### src/rtl/key_move_pulser.sv
// Purpose : debounce two raw push-buttons and turn them into single-cycle step pulses
//           with typematic auto-repeat (initial pulse, long delay, then periodic pulses).
// Latency : raw rise sampled at edge 0 -> pulse high during the cycle after edge DEBOUNCE_CYCLES+3.
// Backpressure: none; the consumer must take every pulse. A coincident down pulse is dropped.
// Ports   : clk          - system clock, rising edge
//           rst          - synchronous active-high reset
//           key_up_raw   - asynchronous bouncing "up" button level (1 = pressed)
//           key_down_raw - asynchronous bouncing "down" button level (1 = pressed)
//           key1         - registered one-cycle "move up one step" pulse
//           key2         - registered one-cycle "move down one step" pulse
module key_move_pulser #(
    parameter int DEBOUNCE_CYCLES = 1000000,
    parameter int REPEAT_DELAY    = 40000000,
    parameter int REPEAT_PERIOD   = 10000000
) (
    input  logic clk,
    input  logic rst,
    input  logic key_up_raw,
    input  logic key_down_raw,
    output logic key1,
    output logic key2
);

    localparam int DB_W    = $clog2(DEBOUNCE_CYCLES + 1);
    localparam int RPT_MAX = (REPEAT_DELAY > REPEAT_PERIOD) ? REPEAT_DELAY : REPEAT_PERIOD;
    localparam int RPT_W   = $clog2(RPT_MAX + 1);

    localparam logic [DB_W-1:0]  DB_LAST     = DB_W'(DEBOUNCE_CYCLES - 1);
    localparam logic [RPT_W-1:0] DELAY_LAST  = RPT_W'(REPEAT_DELAY - 1);
    localparam logic [RPT_W-1:0] PERIOD_LAST = RPT_W'(REPEAT_PERIOD - 1);

    typedef enum logic [1:0] {
        ST_IDLE   = 2'd0,
        ST_DELAY  = 2'd1,
        ST_REPEAT = 2'd2
    } state_t;

    // index 0 = up, index 1 = down
    logic [1:0] w_raw;
    logic [1:0] w_pulse;

    assign w_raw = {key_down_raw, key_up_raw};

    for (genvar g = 0; g < 2; g++) begin : g_key
        logic             r_sync1;
        logic             r_sync2;
        logic             r_deb;
        logic             r_deb_d;
        logic [DB_W-1:0]  r_db_cnt;
        state_t           r_state;
        state_t           w_state_nxt;
        logic [RPT_W-1:0] r_rpt_cnt;
        logic [RPT_W-1:0] w_rpt_cnt_nxt;
        logic             r_pulse;
        logic             w_pulse_nxt;
        logic             w_rise;

        // Synchronizer and debounce. The counter only runs while the synchronized
        // level disagrees with the accepted level; any agreement wipes it, so a
        // bounce restarts the full stability window.
        always_ff @(posedge clk) begin
            if (rst) begin
                r_sync1  <= 1'b0;
                r_sync2  <= 1'b0;
                r_deb    <= 1'b0;
                r_deb_d  <= 1'b0;
                r_db_cnt <= '0;
            end else begin
                r_sync1 <= w_raw[g];
                r_sync2 <= r_sync1;
                r_deb_d <= r_deb;
                if (r_sync2 == r_deb) begin
                    r_db_cnt <= '0;
                end else if (r_db_cnt == DB_LAST) begin
                    r_deb    <= r_sync2;
                    r_db_cnt <= '0;
                end else begin
                    r_db_cnt <= r_db_cnt + 1'b1;
                end
            end
        end

        // r_deb_d clears in reset, so a key held through reset looks like a fresh press.
        assign w_rise = r_deb & ~r_deb_d;

        always_ff @(posedge clk) begin
            if (rst) begin
                r_state   <= ST_IDLE;
                r_rpt_cnt <= '0;
                r_pulse   <= 1'b0;
            end else begin
                r_state   <= w_state_nxt;
                r_rpt_cnt <= w_rpt_cnt_nxt;
                r_pulse   <= w_pulse_nxt;
            end
        end

        // Release is checked before terminal count so a release landing on the
        // terminal-count cycle never produces a stray pulse.
        always_comb begin
            w_state_nxt   = r_state;
            w_rpt_cnt_nxt = r_rpt_cnt;
            w_pulse_nxt   = 1'b0;
            case (r_state)
                ST_IDLE: begin
                    if (w_rise) begin
                        w_pulse_nxt   = 1'b1;
                        w_rpt_cnt_nxt = '0;
                        w_state_nxt   = ST_DELAY;
                    end
                end
                ST_DELAY: begin
                    if (!r_deb) begin
                        w_rpt_cnt_nxt = '0;
                        w_state_nxt   = ST_IDLE;
                    end else if (r_rpt_cnt == DELAY_LAST) begin
                        w_pulse_nxt   = 1'b1;
                        w_rpt_cnt_nxt = '0;
                        w_state_nxt   = ST_REPEAT;
                    end else begin
                        w_rpt_cnt_nxt = r_rpt_cnt + 1'b1;
                    end
                end
                ST_REPEAT: begin
                    if (!r_deb) begin
                        w_rpt_cnt_nxt = '0;
                        w_state_nxt   = ST_IDLE;
                    end else if (r_rpt_cnt == PERIOD_LAST) begin
                        w_pulse_nxt   = 1'b1;
                        w_rpt_cnt_nxt = '0;
                    end else begin
                        w_rpt_cnt_nxt = r_rpt_cnt + 1'b1;
                    end
                end
                default: begin
                    w_rpt_cnt_nxt = '0;
                    w_state_nxt   = ST_IDLE;
                end
            endcase
        end

        assign w_pulse[g] = r_pulse;
    end

    // Up wins a collision; the down pulse is discarded rather than delayed so
    // both repeat timelines stay on their own schedule.
    always_ff @(posedge clk) begin
        if (rst) begin
            key1 <= 1'b0;
            key2 <= 1'b0;
        end else begin
            key1 <= w_pulse[0];
            key2 <= w_pulse[1] & ~w_pulse[0];
        end
    end

endmodule

### config.mk
export PLATFORM = sky130hd
export DESIGN_NAME = key_move_pulser
export DESIGN_NICKNAME = d
export VERILOG_FILES = /design/src/rtl/key_move_pulser.sv
export SDC_FILE = /design/constraint.sdc
export NUM_CORES = 1
export LEC_CHECK = 0
export ABC_AREA = 1
export CAP_MARGIN = 25
export CORE_UTILIZATION = 45
export CTS_BUF_LIST = sky130_fd_sc_hd__clkbuf_2 sky130_fd_sc_hd__clkbuf_4 sky130_fd_sc_hd__clkbuf_8
export CTS_CLUSTER_DIAMETER = 60
export DETAILED_ROUTE_END_ITERATION = 12
export SLEW_MARGIN = 20
export SYNTH_ARGS = -nofsm -noshare
export SYNTH_HDL_FRONTEND = slang
export SYNTH_SLANG_ARGS = --single-unit
### constraint.sdc
create_clock -name clk -period 1.6 [get_ports clk]
set_input_delay 0.32 -clock clk [delete_from_list [all_inputs] [get_ports clk]]
set_output_delay 0.32 -clock clk [all_outputs]
set_load 0.05 [all_outputs]
==> results.md, run 1 <==
Drt:
- The length of the first detailed-routing pass in iterations is 4.
- Using the TritonRoute via totals, the vias-per-cell ratio works out to around 4.8.
- In the final routed layout, each cell accounts on average for between 10 and 15 um.
- Summing over every cut layer, the via total after detailed routing is 6,012.
- The DRC violation total after the first TritonRoute iteration is 278.
- Wires add up to ~15,000 um.
- The count of nets left with antenna violations once routing finished came out at 0.
- For this run, design rule violations remaining after detail routing come to 0.

Placement:
- After legalization and detailed placement, the total HPWL measured approximately 11,000 um.
- Timing analysis after detailed placement gives a worst setup slack of -0.0526 ns.
- The count of buffers from port buffering is 5.
- At the end of routability-driven placement, the weighted congestion stood at ~0.91.

Synthesis:
- The number of nets handed over by synthesis was roughly 960.
- The register area share after synthesis is 0.358.
- The total standard cell area after synthesis is between 6000 and 7000 um^2.
- By count the netlist is led by sky130_fd_sc_hd__nand2_1 (236), sky130_fd_sc_hd__nor2_1 (176), sky130_fd_sc_hd__inv_1 (120).
- After synthesis, the largest family of logic cells by area is simple AND/OR/NAND/NOR gates.
- During synthesis, Yosys emitted a total of 0 warnings.
- The adder-cell share of the synthesized area is 0.0249.
- The number of instances in the synthesized netlist is between 900 and 1,000.
- The share of synthesized area in the top cell type comes to 0.358.
- For this run, the leading register cell type out of synthesis is sky130_fd_sc_hd__dfxtp_1.
- Of the total synthesized cell area, the portion taken by XOR and XNOR cells is 0.0464.
- Sorting the synthesized cells by area gives the leading types as sky130_fd_sc_hd__dfxtp_1 (36%), sky130_fd_sc_hd__nand2_1 (15%), sky130_fd_sc_hd__nor2_1 (11%).
- The proportion of register bits with asynchronous set or reset after synthesis is 0.
- Dividing the synthesized area by the synthesized cell count gives about 6.4 um^2.
- The synthesized-area fraction occupied by ao, oa, aoi and oai cells came to 0.0736.
- The library cell with the largest summed area after synthesis is sky130_fd_sc_hd__dfxtp_1.
- Yosys mapped a number of flops with a built-in enable equal to 0.
- The distinct cell type count of the synthesized netlist is approximately 40.
- Of the total synthesized cell area, the portion taken by AND, OR, NAND and NOR gates is 0.404.
- The multiplexer fraction of the synthesized cell area is 0.
- The leading cell type by number of instances after synthesis is sky130_fd_sc_hd__nand2_1.
- The number of synthesized register bits is 108.

Worst hold path:
- The worst hold path belongs to the class flip-flop to flip-flop.
- The number of stages on the worst hold path is 2.

Die:
- The width of the die is ~120 um.
- The full die area is roughly 14,000 um^2.
- The initial utilization of the core area, before any placement, comes to 0.471.
- The cell row count is 41.
- Measured along the y axis, the die boundary spans 118 um.
- The core region is around 13,000 um^2.
- 6 I/O pins were placed.

Clock tree:
- Clock latency on the worst-skew pair, taken at its later pin, is between 0.3 and 0.4 ns.
- For this design, the sink count on the clock tree is 108.
- In this run the clock root is driven by a sky130_fd_sc_hd__clkbuf_8.
- The clock passes through at most 2 buffers.
- The clock tree synthesis step divided the H-tree into 3 levels.
- The CTS buffer count is 9.
- Clock-pin slew was measured on the worst setup and hold paths at ~0.10 ns.
- The count of hold buffers inserted by post-cts repair is 0.
- TritonCTS built the clock tree.

Pwr:
- The relative contribution of combinational cells to total power is 0.049.
- The peak supply drop is roughly 0.7 mV.
- The sequential share of power is 0.570.
- The share of total power dissipated in the clock network is 0.381.
- The cell-internal power is between 3 and 4 mW.
- The net switching component of the power is around 1.1 mW.
- The power density over the cells is 597 nW/um^2.
- For this design the static power due to leakage is 3.08 nW.
- The fraction of power spent switching nets is 0.242.

Run status:
- The final reports fail on negative setup slack.
- The run finished, with violations left.

Setup path:
- The path depth of the worst reg2reg path is 11.
- The data required time of the critical path is ~1.9 ns.
- Data on the critical path arrives at its endpoint at roughly 2 ns.
- Along the worst path, the maximum fanout reaches 7.
- STA classifies the critical path endpoint as a flip-flop.
- The classification of the worst setup path is flip-flop to flip-flop.
- The critical path startpoint category is a flip-flop.

Layout:
- The area growth from synthesis to layout is 31.2%.
- The share of post-route cells with drive strength above 1 is 0.271.
- The final layout contains ~1,100 nets.
- The total inserted antenna cells is 0.

Global routing:
- The first-pass GRT wire length is ~25,000 um.
- The initial antenna violation count is 0.
- Across every metal layer, demand over resource in global routing totals 0.220.
- The total overflow reported by the global router is 0.
- The via count of the first global-routing pass is about 5,600.
- The pin count of the biggest net entering global routing is 24.

Timing:
- The final worst-path cycle share is 1.05.
- The smallest clock period supported by the final layout is computed as 1.68 ns.
- In the final timing run, aggregate negative setup slack is -0.842 ns.
- The final setup slack of the worst path is -0.0763 ns.
- Setup repair after global routing could not meet its margin everywhere.
- The number of failing hold endpoints at the final stage is 0.
- The number of max-slew violations in the final report is 0.
- The worst clock skew is 0.0111 ns.
- For the pin with the worst max-slew slack, the measured transition is about 0.40 ns.
- Derived from the worst setup path, the maximum achievable clock frequency is 597 MHz.
- The worst pin sits at a relative slew slack of 0.732.
- The number of endpoints failing setup at the final stage is 14.

Flow run:
- The total of max-cap violations is 0.
routing by layer:
| metal | GRT usage | wire length [um] | up-vias |
|---|---|---|---|
| met2 | 0.364 | 7220 | 71 |
| li1 | - | - | 3207 |
| met1 | 0.290 | 7320 | 2712 |
| met4 | 0.0697 | 260 | 0 |
| met3 | 0.0392 | 506 | 22 |
| met5 | 0 | 0 | - |
path summary, 6_finish.rpt:
path / endpoint / slack [ns] / from
worst max register to register: g_key[0].r_rpt_cnt[8] / -0.08 / g_key[0].r_rpt_cnt[0]
worst min-delay path: g_key[1].r_sync2 / 0.41 / g_key[1].r_sync1
worst min register to register: g_key[1].r_sync2 / 0.41 / g_key[1].r_sync1
worst max-delay path: g_key[0].r_rpt_cnt[8] / -0.08 / g_key[0].r_rpt_cnt[0]
placed cells by master, fill, tap and decap left out, types with 10 or more instances in the layout:
cell type / Yosys / final
sky130_fd_sc_hd__nor2_1: 176 / 138
sky130_fd_sc_hd__inv_1: 120 / 115
sky130_fd_sc_hd__buf_4: 1 / 116
sky130_fd_sc_hd__nor3_1: 13 / 11
sky130_fd_sc_hd__a21oi_1: 51 / 48
sky130_fd_sc_hd__nor2_4: 1 / 18
sky130_fd_sc_hd__nand2_2: 10 / 17
sky130_fd_sc_hd__clkbuf_8: 0 / 10
sky130_fd_sc_hd__dfxtp_2: 0 / 29
sky130_fd_sc_hd__nor2_2: 11 / 32
sky130_fd_sc_hd__dfxtp_1: 108 / 77
sky130_fd_sc_hd__o21ai_0: 17 / 15
sky130_fd_sc_hd__nand2_1: 236 / 222
sky130_fd_sc_hd__nand4_1: 23 / 23
sky130_fd_sc_hd__xor2_1: 28 / 26
sky130_fd_sc_hd__nand3_1: 77 / 70
worst max-delay path: stages (launching register included):
cell                        delay [ns]
sky130_fd_sc_hd__dfxtp_2          0.37
sky130_fd_sc_hd__ha_4             0.15
sky130_fd_sc_hd__nand2_4          0.06
sky130_fd_sc_hd__nor2_4           0.09
sky130_fd_sc_hd__nand2_2          0.06
sky130_fd_sc_hd__nor2_1           0.09
sky130_fd_sc_hd__nand2_1          0.11
sky130_fd_sc_hd__nand2_2          0.11
sky130_fd_sc_hd__nand2_4          0.07
sky130_fd_sc_hd__a21oi_4          0.23
sky130_fd_sc_hd__clkbuf_16        0.20
sky130_fd_sc_hd__nor2_1           0.04
power by group through the flow:
stage	Combinational [mW]	Sequential (mW)	Clock, mW
floorplan	0.116	2.76	0
global route	0.255	2.70	1.97
CTS	0.202	2.70	1.88
global placement	0.186	2.76	0
finish	0.231	2.70	1.80
detailed placement	0.186	2.76	0
logic make-up (layout without fill, tap and decap cells):
| logic type | after synthesis | count (layout) |
|---|---|---|
| and+or+nand+nor | 567 | 568 |
| xor gates and xnor gates | 32 | 32 |
| adders and majority gates | 12 | 12 |
| DFF | 108 | 108 |
| AOI/OAI and AO/OA | 81 | 81 |
| buffers and inverters | 142 | 271 |
stage by stage:
step | hold slack (ns) | power [mW] | cells | cell area, um^2 | utilization
after floorplan | 0.388 | 2.88 | 942 | 6050 | -
after global placement | 0.390 | 2.95 | 1205 | 7040 | 0.549
after detailed placement | 0.397 | 2.95 | 1205 | 7040 | 0.549
after CTS | 0.389 | 4.78 | 1235 | 7470 | 0.582
after global routing | 0.405 | 4.92 | 1244 | 7920 | 0.617
final | 0.408 | 4.73 | 1244 | 7920 | 0.617
flip-flops by register name, indices dropped and copies added (netlist names):
| register | cells |
|---|---|
| g_key.r_deb | 2 |
| g_key.r_state | 4 |
| g_key.r_deb_d | 2 |
| g_key.r_db_cnt | 40 |
| key2 | 1 |
| g_key.r_sync1 | 2 |
| g_key.r_rpt_cnt | 52 |
| key1 | 1 |
| g_key.r_sync2 | 2 |
| g_key.r_pulse | 2 |
layout make-up:
type | count | area, um^2
Inverter | 125 | 469
Fill cell | 1207 | 4910
Clock buffer | 12 | 153
Timing Repair Buffer | 130 | 1060
Multi-Input combinational cell | 693 | 3760
Sequential cell | 108 | 2210
Clock inverter | 4 | 55.1
Tap cell | 172 | 215
repair_timing:
| item | 4_1_cts | 5_1_grt |
|---|---|---|
| cloned | 2 | 1 |
| gates resized for setup | 31 | 121 |
| pin swaps | 15 | 37 |
| buffers inserted | 13 | 11 |
| endpoints found under the setup margin | 43 | 91 |
Note: power is estimated with default switching activity, not from simulation.
==> inputs of run 2 (changes only) <==
--- a/config.mk
+++ b/config.mk
@@ -7,6 +7,7 @@
 export LEC_CHECK = 0
 export ABC_AREA = 1
 export CAP_MARGIN = 25
+export CORE_MARGIN = 3
 export CORE_UTILIZATION = 45
 export CTS_BUF_LIST = sky130_fd_sc_hd__clkbuf_2 sky130_fd_sc_hd__clkbuf_4 sky130_fd_sc_hd__clkbuf_8
 export CTS_CLUSTER_DIAMETER = 60
==> constraint.sdc (replaced) <==
create_clock -name clk -period 1.6 [get_ports clk]
set_input_delay 0.32 -clock clk [delete_from_list [all_inputs] [get_ports clk]]
set_output_delay 0.32 -clock clk [all_outputs]
set_load 0.005 [all_outputs]
==> run 2 against run 1 <==
Global-route usage fell by 0.61 points. Critical endpoint is now g_key[1].r_rpt_cnt[7]. First-iteration DRC count rose by 54%. Final cell count fell by 1.4%. The flow still finishes with violations (negative setup slack). Worst hold slack got worse by 0.0059 ns. Final area fell by 0.68%. Die area rose by 6.9%. Via count rose by 0.90%. Clock power barely moved. Wire length rose by 1.6%. Worst setup slack improved by 0.0098 ns. Combinational power rose by 6%.
==> results.md, run 2 (synthesis results as in run 1) <==
Clock tree:
- The clock slew at the register clock pins of the worst setup and hold paths is roughly 0.11 ns.
- Buffers inserted to repair hold after CTS numbered 0.
- At the later pin of the worst-skew pair, clock insertion delay measures just under 0.4 ns.
- Clock tree synthesis inserted a total of 9 buffers.
- Counting along the longest clock path gives a buffer depth of 2.
- The number of H-tree levels is 3.
- Clock tree synthesis selected as its root buffer the cell sky130_fd_sc_hd__clkbuf_8.
- The CTS tree is built.
- The number of clock sinks is between 100 and 150.

Die:
- The die is 122 um tall.
- In this run the standard cell core region covers between 10,000 and 15,000 um^2.
- The full die area is roughly 15,000 um^2.
- In this run the horizontal extent of the chip is roughly 120 um.
- The count of pins on the block boundary is 6.
- After floorplanning, the core was divided into a little over 40 placement rows.
- The initial core utilization is 0.469.

Setup path:
- The worst setup path is launched from a flip-flop.
- The path depth of the worst reg2reg path is 12.
- Along the worst path, the maximum fanout reaches 7.
- The critical path is of the flip-flop to flip-flop type.
- The data required time of the critical path is ~1.9 ns.
- Data on the critical path arrives at its endpoint at 1.96 ns.
- STA classifies the critical path endpoint as a flip-flop.

Global routing:
- The first global-routing pass estimated between 20,000 and 30,000 um of wire.
- The total overflow reported by the global router is 0.
- The via count of the first global-routing pass is 5,559.
- The pin count of the biggest net entering global routing is 42.
- The initial antenna violation count is 0.
- The overall track demand over capacity in global routing is 0.214.

Pwr:
- The power density over the cells is between 600 and 700 nW/um^2.
- The analysis attributes to cell leakage a power of 3.01 nW.
- IR analysis of the VDD net gives a maximum drop of 0.434 mV.
- Overall power consumption after layout is estimated at between 4 and 5 mW.

Layout:
- Counting flops per register, the top entry is g_key.r_rpt_cnt.
- The number of flip-flops in the largest register is between 50 and 60.
- In the layout the commonest cells are sky130_fd_sc_hd__nand2_1 (224), sky130_fd_sc_hd__nor2_1 (137), sky130_fd_sc_hd__inv_1 (115).
- At the end of the flow the core is filled with cells to 0.611.
- The repair_antennas step left the layout with diodes totalling 0.
- The filler cells instantiated in the layout total approximately 1,200.
- Summing all multi-input logic gate instances after layout gives between 3000 and 4000 um^2.
- The leading cell type in the layout, fill and taps excluded is sky130_fd_sc_hd__nand2_1.
- Of the cells placed in the final design, the portion with a size suffix greater than 1 is 0.258.
- The largest registers in the layout are g_key.r_rpt_cnt x52, g_key.r_db_cnt x40, g_key.r_state x4.
- After the flow finishes, the layout carries non-filler instances totaling about 1,200.
- The post-synthesis to final-layout area growth is 30.3%.
- The number of nets at the end of the flow is 1,067.
- Summing all flip-flop and latch instances after layout gives between 2000 and 2500 um^2.

Timing:
- Setup repair after global routing could not meet its margin everywhere.
- Once routing completed, OpenROAD measured the worst setup slack at -0.0664 ns.
- The routed design could run at a clock period as short as ~1.7 ns.
- The number of failing hold endpoints at the final stage is 0.
- The final worst-path cycle share is 1.04.
- Measured against its own limit, the worst slew margin works out to 0.747.
- Across the routed clock network, the largest skew measured is roughly 0.0094 ns.
- The number of max-slew violations in the final report is 0.
- The number of endpoints failing setup at the final stage is 27.
- For this run, the top clock speed supported by timing is about 600 MHz.
- For the pin with the worst max-slew slack, the measured transition is between 0.3 and 0.4 ns.

Run status:
- The flow ran to the end, but the final reports show violations.
- The checks that failed: negative setup slack.

Placement:
- The instance count after placement with tap cells included is about 1,200.
- At the end of routability-driven placement, the weighted congestion stood at around 0.93.
- The count of buffers from port buffering is 5.
- Detailed placement ended at an HPWL of between 10,000 and 15,000 um.

Drt:
- The residual DRC count is 0.
- The routed wire length is 15,500 um.
- The via count is 6,066.
- The DRC violation total after the first TritonRoute iteration is roughly 430.
- The remaining antenna violation count is 0.
- The length of the first detailed-routing pass in iterations is 5.
- The number of vias per cell is 4.94.
- After detailed routing, the average wire length per cell comes to 12.7 um.

Worst hold path:
- The number of stages on the worst hold path is 3.
- The class of the worst hold path is input pin to flip-flop.

Flow run:
- Across the run, the number of max-cap violations was 0.
[run 2: cell count changes in the layout (fill, tap and decap cells not counted), sizes merged]
cell           before  now
buf               127  109
clkinvlp            1    0
inv               126  125
clkinv              1    2
clkdlybuf4s50       2    4
[run 2: stage by stage]
stage / instance area (um^2) / hold WS, ns / setup TNS, ns / setup slack [ns]
after global placement: 7020 / 0.394 / 0 / 0.00271
final: 7870 / 0.402 / -1.05 / -0.0664
after global routing: 7870 / 0.411 / -4.85 / -0.147
after floorplan: 6050 / 0.388 / 0 / 0.00641
after CTS: 7390 / 0.387 / -0.491 / -0.0381
after detailed placement: 7020 / 0.399 / -0.911 / -0.0482
[run 2: what timing repair did]
action	4_1_cts	5_1_grt
buffers inserted	6	7
cloned	2	1
endpoints found under the setup margin	42	99
pin swaps	8	27
resized for setup	18	137
[run 2: power breakdown]
part / internal [mW] / leakage, nW / total (mW) / switching, mW
logic: 0.0844 / 2.02 / 0.244 / 0.160
registers: 2.69 / 0.884 / 2.70 / 0.00503
clock network: 0.848 / 0.109 / 1.81 / 0.963
[run 2: worst paths after layout]
check	startpoint	end	slack, ns
worst max-delay path	g_key[1].r_rpt_cnt[1]	g_key[1].r_rpt_cnt[7]	-0.07
worst min register to register	g_key[0].r_sync1	g_key[0].r_sync2	0.41
worst max register to register	g_key[1].r_rpt_cnt[1]	g_key[1].r_rpt_cnt[7]	-0.07
worst min-delay path	rst	g_key[1].r_rpt_cnt[5]	0.40
[run 2: layer usage]
layer,track usage,wire (um)
met3,0.0427,556
met1,0.281,7340
met4,0.0525,233
met2,0.364,7410
met5,0,0
[run 2: area by class of cell]
class	instances	area share
Clock inverter	3	0.00557
Inverter	125	0.0603
Tap cell	172	0.0274
Sequential cell	108	0.279
Multi-Input combinational cell	693	0.481
Timing Repair Buffer	114	0.125
Clock buffer	12	0.0210
[run 2: worst max-delay path, stage by stage (launching register included)]
cell and delay [ns]:
sky130_fd_sc_hd__dfxtp_2 0.37, sky130_fd_sc_hd__ha_4 0.15, sky130_fd_sc_hd__nand2_4 0.05, sky130_fd_sc_hd__nor2_4 0.10
sky130_fd_sc_hd__nand2_4 0.08, sky130_fd_sc_hd__nor2_4 0.12, sky130_fd_sc_hd__nand3_2 0.11, sky130_fd_sc_hd__nand2_2 0.12
sky130_fd_sc_hd__nand2_4 0.10, sky130_fd_sc_hd__nand2_4 0.10, sky130_fd_sc_hd__nand2_8 0.09, sky130_fd_sc_hd__nand2_8 0.13
sky130_fd_sc_hd__nor2_2 0.05
==> inputs of run 3 (changes only) <==
--- a/config.mk
+++ b/config.mk
@@ -6,7 +6,6 @@
 export NUM_CORES = 1
 export LEC_CHECK = 0
 export ABC_AREA = 1
-export CAP_MARGIN = 25
 export CORE_MARGIN = 3
 export CORE_UTILIZATION = 45
 export CTS_BUF_LIST = sky130_fd_sc_hd__clkbuf_2 sky130_fd_sc_hd__clkbuf_4 sky130_fd_sc_hd__clkbuf_8
==> results of run 3 <==
Final layout, timing and power as in run 2 (identical DEF).
